**src/rtl/weight_stream_pkg.sv**
```systemverilog
// Shared types and helpers for the weight stream controller.
package weight_stream_pkg;

  typedef enum logic [1:0] {
    StIdle,
    StStream,
    StDrain
  } state_e;

  // Output FIFO depth needed so that every in-flight ROM read always has a slot.
  function automatic int unsigned fifo_depth(input int unsigned rom_latency);
    return rom_latency + 2;
  endfunction

endpackage

```
**src/rtl/weight_stream_fifo.sv**
```systemverilog
// Synchronous register FIFO; head entry is the registered output, count includes it.
module weight_stream_fifo #(
  parameter int unsigned DEPTH = 4,
  parameter int unsigned WIDTH = 128,
  parameter int unsigned CNT_W = $clog2(DEPTH + 1)
) (
  input  logic             clk,
  input  logic             rst,
  input  logic             wr_en,
  input  logic [WIDTH-1:0] wr_data,
  input  logic             rd_ready,
  output logic [WIDTH-1:0] rd_data,
  output logic             rd_valid,
  output logic [CNT_W-1:0] count
);

  logic [WIDTH-1:0] mem_q [DEPTH];
  logic [WIDTH-1:0] mem_d [DEPTH];
  logic [CNT_W-1:0] count_q, count_d, wr_idx;
  logic             valid_q, valid_d, pop;

  // Next-state: shift down on pop, then write behind the last occupied entry.
  always_comb begin
    pop    = valid_q && rd_ready;
    wr_idx = count_q - CNT_W'(pop);
    for (int i = 0; i < int'(DEPTH); i++) mem_d[i] = mem_q[i];
    if (pop) begin
      for (int i = 0; i + 1 < int'(DEPTH); i++) mem_d[i] = mem_q[i + 1];
    end
    if (wr_en) begin
      for (int i = 0; i < int'(DEPTH); i++) begin
        if (wr_idx == CNT_W'(i)) mem_d[i] = wr_data;
      end
    end
    count_d = count_q + CNT_W'(wr_en) - CNT_W'(pop);
    valid_d = (count_d != '0);
  end

  // Storage, occupancy and registered valid.
  always_ff @(posedge clk) begin
    if (rst) begin
      count_q <= '0;
      valid_q <= 1'b0;
      for (int i = 0; i < int'(DEPTH); i++) mem_q[i] <= '0;
    end else begin
      count_q <= count_d;
      valid_q <= valid_d;
      for (int i = 0; i < int'(DEPTH); i++) mem_q[i] <= mem_d[i];
    end
  end

  assign rd_data  = mem_q[0];
  assign rd_valid = valid_q;
  assign count    = count_q;

endmodule

```
**src/rtl/weight_stream_ctrl.sv**
```systemverilog
// Streams DEPTH ROM words per pass, num_passes times, into a credit-limited output FIFO.
// Optional stall counter port enabled by WEIGHT_STREAM_CTRL_STALL_COUNT_EN.
module weight_stream_ctrl
  import weight_stream_pkg::*;
#(
  parameter int unsigned DEPTH       = 576,
  parameter int unsigned ADDR_WIDTH  = $clog2(DEPTH) + 1,
  parameter int unsigned DATA_WIDTH  = 128,
  parameter int unsigned ROM_LATENCY = 2,
  parameter int unsigned PASS_WIDTH  = 8
) (
  input  logic                  clk,
  input  logic                  rst,
  input  logic                  start,
  input  logic [PASS_WIDTH-1:0] num_passes,
  output logic                  busy,
  output logic                  done,
  output logic [ADDR_WIDTH-1:0] rom_addr,
  output logic                  rom_ce,
  input  logic [DATA_WIDTH-1:0] rom_q,
  output logic [DATA_WIDTH-1:0] data_out,
  output logic                  data_out_valid,
  input  logic                  data_out_ready
`ifdef WEIGHT_STREAM_CTRL_STALL_COUNT_EN
  ,
  output logic [31:0]           stall_cycles
`endif
);

  localparam int unsigned FIFO_DEPTH = fifo_depth(ROM_LATENCY);
  localparam int unsigned CNT_W      = $clog2(FIFO_DEPTH + 1);
  localparam logic [ADDR_WIDTH-1:0] LAST_ADDR = ADDR_WIDTH'(DEPTH - 1);

  state_e                 state_q, state_d;
  logic [ADDR_WIDTH-1:0]  addr_q, addr_d;
  logic [PASS_WIDTH-1:0]  pass_q, pass_d;
  logic [PASS_WIDTH-1:0]  np_q, np_d;
  logic                   done_q, done_d;
  logic [ROM_LATENCY-1:0] vld_sr_q, vld_sr_d;
  logic [CNT_W-1:0]       inflight, fifo_count;
  logic [CNT_W:0]         used;
  logic                   issue, credit, xfer;

  // Words issued to the ROM that have not yet landed in the FIFO.
  always_comb begin
    inflight = '0;
    for (int i = 0; i < int'(ROM_LATENCY); i++) inflight = inflight + CNT_W'(vld_sr_q[i]);
  end

  assign used   = (CNT_W + 1)'(inflight) + (CNT_W + 1)'(fifo_count);
  assign credit = used < (CNT_W + 1)'(FIFO_DEPTH);
  assign xfer   = data_out_valid && data_out_ready;

  // Next-state, address/pass counters and issue decision.
  always_comb begin
    state_d = state_q;
    addr_d  = addr_q;
    pass_d  = pass_q;
    np_d    = np_q;
    done_d  = 1'b0;
    issue   = 1'b0;
    unique case (state_q)
      StIdle: begin
        if (start) begin
          np_d   = num_passes;
          addr_d = '0;
          pass_d = '0;
          if (num_passes == '0) done_d = 1'b1;
          else                  state_d = StStream;
        end
      end
      StStream: begin
        if (credit) begin
          issue = 1'b1;
          if (addr_q == LAST_ADDR) begin
            addr_d = '0;
            pass_d = pass_q + PASS_WIDTH'(1);
            if (pass_q == np_q - PASS_WIDTH'(1)) state_d = StDrain;
          end else begin
            addr_d = addr_q + ADDR_WIDTH'(1);
          end
        end
      end
      StDrain: begin
        // Last word leaves the FIFO with nothing left in the ROM pipeline.
        if (inflight == '0 && fifo_count == CNT_W'(1) && xfer) begin
          state_d = StIdle;
          done_d  = 1'b1;
        end
      end
      default: state_d = StIdle;
    endcase
    vld_sr_d = (vld_sr_q << 1) | ROM_LATENCY'(issue);
  end

  // Control state register; reset aborts any job and flushes the read pipeline.
  always_ff @(posedge clk) begin
    if (rst) begin
      state_q  <= StIdle;
      addr_q   <= '0;
      pass_q   <= '0;
      np_q     <= '0;
      done_q   <= 1'b0;
      vld_sr_q <= '0;
    end else begin
      state_q  <= state_d;
      addr_q   <= addr_d;
      pass_q   <= pass_d;
      np_q     <= np_d;
      done_q   <= done_d;
      vld_sr_q <= vld_sr_d;
    end
  end

  weight_stream_fifo #(
    .DEPTH(FIFO_DEPTH),
    .WIDTH(DATA_WIDTH),
    .CNT_W(CNT_W)
  ) u_fifo (
    .clk     (clk),
    .rst     (rst),
    .wr_en   (vld_sr_q[ROM_LATENCY-1]),
    .wr_data (rom_q),
    .rd_ready(data_out_ready),
    .rd_data (data_out),
    .rd_valid(data_out_valid),
    .count   (fifo_count)
  );

  assign busy     = (state_q != StIdle);
  assign done     = done_q;
  assign rom_addr = addr_q;
  assign rom_ce   = 1'b1;

`ifdef WEIGHT_STREAM_CTRL_STALL_COUNT_EN
  logic [31:0] stall_q;

  // Saturating count of back-pressured valid cycles, cleared by an accepted start.
  always_ff @(posedge clk) begin
    if (rst) begin
      stall_q <= '0;
    end else if (state_q == StIdle && start) begin
      stall_q <= '0;
    end else if (data_out_valid && !data_out_ready && stall_q != '1) begin
      stall_q <= stall_q + 32'd1;
    end
  end

  assign stall_cycles = stall_q;
`endif

endmodule

```
**config.mk**
```make
export PLATFORM = sky130hd
export DESIGN_NAME = weight_stream_ctrl
export DESIGN_NICKNAME = d
export VERILOG_FILES = /design/src/rtl/weight_stream_pkg.sv /design/src/rtl/weight_stream_fifo.sv /design/src/rtl/weight_stream_ctrl.sv
export SDC_FILE = /design/constraint.sdc
export NUM_CORES = 1
export LEC_CHECK = 0
export CORE_MARGIN = 2
export CORE_UTILIZATION = 52
export CTS_BUF_LIST = sky130_fd_sc_hd__clkbuf_8
export CTS_CLUSTER_DIAMETER = 200
export DETAILED_ROUTE_END_ITERATION = 12
export GPL_ROUTABILITY_DRIVEN = 0
export HOLD_SLACK_MARGIN = 0.03
export PLACE_DENSITY = 0.76
export SYNTH_ARGS = -nofsm -noshare
export SYNTH_HDL_FRONTEND = slang
export SYNTH_SLANG_ARGS = --single-unit
```
**constraint.sdc**
```tcl
create_clock -name clk -period 2.93 [get_ports clk]
set_input_delay 0.586 -clock clk [delete_from_list [all_inputs] [get_ports clk]]
set_output_delay 0.586 -clock clk [all_outputs]
set_load 0.02 [all_outputs]
```
==> results.sh <==
export IMPL_ys_types=45
export IMPL_numCtsBuffers=90
export IMPL_wl_um=62560
export IMPL_syn_area_um2=22590
export IMPL_critPathKind="reg2reg"
export IMPL_postRouteAntennaNets=0
export IMPL_drv_slew=0
export IMPL_via_per_inst=5.803
export IMPL_synthCells=2945
export IMPL_yosysMostFrequentCell="nand2_1"
export IMPL_ctsResizeCount=0
export IMPL_synth_seq_cells=548
export IMPL_synth_top_cells_by_count="nand2_1, dfxtp_1, nor2_1"
export IMPL_hold_depth=2
export IMPL_drtIter0Drc=2011
export IMPL_cp_required_ps=3510
export IMPL_antenna_found_initial=7
export IMPL_yosys_mux_area_fraction_pct=0.1329
export IMPL_nets=3267
export IMPL_p_per_area_nw_per_um2=674.6
export IMPL_worst_slack_ps=369.6
export IMPL_die_h_um=212.4
export IMPL_dieArea_um2=45130
export IMPL_grt_max_degree=215
export IMPL_clock_latency_ps=650
export IMPL_synth_top_family_by_area="simple AND/OR/NAND/NOR gates"
export IMPL_finalCritPeriodShare_pct=87.38
export IMPL_max_cap_violations=0
export IMPL_start_kind="flop"
export IMPL_core_area_um2=42980
export IMPL_syn_to_final_growth_pct=23.09
export IMPL_grt_usage_pct=27.10
export IMPL_arrival_ps=3140
export IMPL_synth_compound_area_share_pct=18.81
export IMPL_syn_area_per_cell_um2=7.672
export IMPL_synth_edff_count=0
export IMPL_async_flop_share_pct=0
export IMPL_dpl_cell_area_um2=26020
export IMPL_synth_warnings=0
export IMPL_dp_hpwl_um=38040
export IMPL_rows=76
export IMPL_fmax_mhz=390.6
export IMPL_layout_min_cycle_time_ps=2560
export IMPL_synth_area_leaders="dfxtp_1, nand2_1, a311oi_1, nor2_1, clkbuf_1"
export IMPL_leakagePower_nw=9.178
export IMPL_firstDrtPassIters=8
export IMPL_yosys_area_share_simple_pct=26.28
export IMPL_critPathMaxFanout=7
export IMPL_synth_xor_area_share_pct=0.8528
export IMPL_status="finished clean"
export IMPL_place_ws_ps=-131.2
export IMPL_die_w_um=212.4
export IMPL_tightest_slew_ps=1143
export IMPL_grt_pass1_wl_um=101900
export IMPL_htreeDepth=3
export IMPL_synth_flop_cell="dfxtp_1"
export IMPL_root_buffer="clkbuf_8"
export IMPL_path_clk_slew_ps=60
export IMPL_design_portCount=283
export IMPL_cts_max_path_buffers=3
export IMPL_wl_per_cell_um=16.56
export IMPL_portBuffers=281
export IMPL_worst_setup_path_end_kind="flop"
export IMPL_cts_hold_buf=0
export IMPL_post_cts_repair_setup_buffers=0
export IMPL_synthesis_nets=3096
export IMPL_cts_tree="built"
export IMPL_clock_skew_ps=15.82
export IMPL_r2r_worst_path_cells=7
export IMPL_yosysTopAreaCellShare_pct=48.55
export IMPL_hold_violations=0
export IMPL_drive_gt1_share_pct=6.307
export IMPL_min_path_type="in2reg"
export IMPL_final_cell_area_um2=27810
export IMPL_first_global_vias=20520
export IMPL_rsz0062_at_grt="false"
export IMPL_start_util_pct=52.57
export IMPL_slew_headroom_pct=23.81
export IMPL_synth_fa_ha_area_share_pct=0.6424
export IMPL_final_core_util_pct=64.70
export IMPL_clkSinkCount=548
export IMPL_setup_viol=0
export IMPL_ys_seq_area_share_pct=48.55
export IMPL_drc=0
export IMPL_yosys_area_top_type="dfxtp_1"
export IMPL_peakVddDrop_mv=0.4995
export IMPL_vias=21920
export IMPL_overflow=0
-- logic make-up after synthesis --
kind of cell / count (synthesis)
compound gates: 549
mux: 3
simple gates: 1530
fa+ha+maj: 11
buf+inv: 281
other cells: 1
flops: 548
xor+xnor: 22
-- stage by stage --
stage / hold slack [ps] / power (mW) / std cells / TNS (ps)
detailed placement: 446.5 / 12.33 / 3609 / -16480
CTS: 330.9 / 18.87 / 3772 / 0
floorplan: 434.3 / 10.70 / 2945 / 0
global placement: 441.3 / 12.22 / 3609 / -2248
global route: 403.9 / 19.59 / 3776 / 0
finish: 391.1 / 18.76 / 3777 / 0
-- layer usage --
metal	vias to the layer above	wire [um]	track usage [%]
met3	118	4489	4.830
met4	4	1752	10.66
met1	10540	27210	36.27
met2	796	29070	43.51
met5	-	30	0
li1	10460	-	-
-- cell usage in the layout (no fill, tap or decap), types with 5 or more instances in the layout --
cell | netlist | routed
nand2_1 | 1060 | 1059
dfxtp_1 | 548 | 548
nor2_1 | 398 | 398
a311oi_1 | 385 | 385
clkdlybuf4s50_1 | 0 | 280
a21oi_1 | 144 | 144
clkbuf_8 | 0 | 110
inv_1 | 13 | 49
buf_4 | 1 | 35
buf_12 | 0 | 30
xnor2_1 | 17 | 17
nor3_1 | 17 | 17
ha_1 | 10 | 10
or4_1 | 9 | 9
clkinv_2 | 0 | 9
nand4_1 | 8 | 8
nand3_1 | 7 | 7
diode_2 | 0 | 5
xor2_1 | 5 | 5
clkinvlp_4 | 0 | 5
-- worst max-delay path, cell delays in order (launching register included) --
cell,delay (ps)
dfxtp_1,510
ha_1,210
ha_1,230
a311oi_1,420
a21boi_1,140
or2_2,320
or4_1,500
a21oi_1,140
-- cell type report --
type | count | area [um2]
inverter | 14 | 60.06
fill | 3688 | 15170
timing repair buffer | 346 | 3681
clock inverter | 53 | 265.3
antenna | 5 | 12.51
tap | 585 | 732.0
multi-input combinational | 2116 | 10580
sequential | 548 | 10970
clock buffer | 110 | 1514
-- final timing paths --
check	from	to	slack [ps]
min reg2reg	u_fifo.mem_q[3][99]	u_fifo.mem_q[3][99]	450
max reg2reg	vld_sr_q[1]	rom_addr[8]	370
min	rst	u_fifo.count[1]	390
max	vld_sr_q[1]	rom_addr[8]	370
-- sequential cells by signal, summed over array words and instances (netlist names) --
name             flops
vld_sr_q             2
pass_q               8
done                 1
state_q              2
np_q                 8
rom_addr            11
u_fifo.count         3
u_fifo.mem_q       512
u_fifo.rd_valid      1
-- report_power, final --
group	internal, mW	total (mW)	switching, mW
logic	1.39	3.85	2.46
registers	7.98	8.35	0.368
clock network	3.48	6.56	3.08
total	12.9	18.8	5.91
Power figures use the tool's default switching activity.
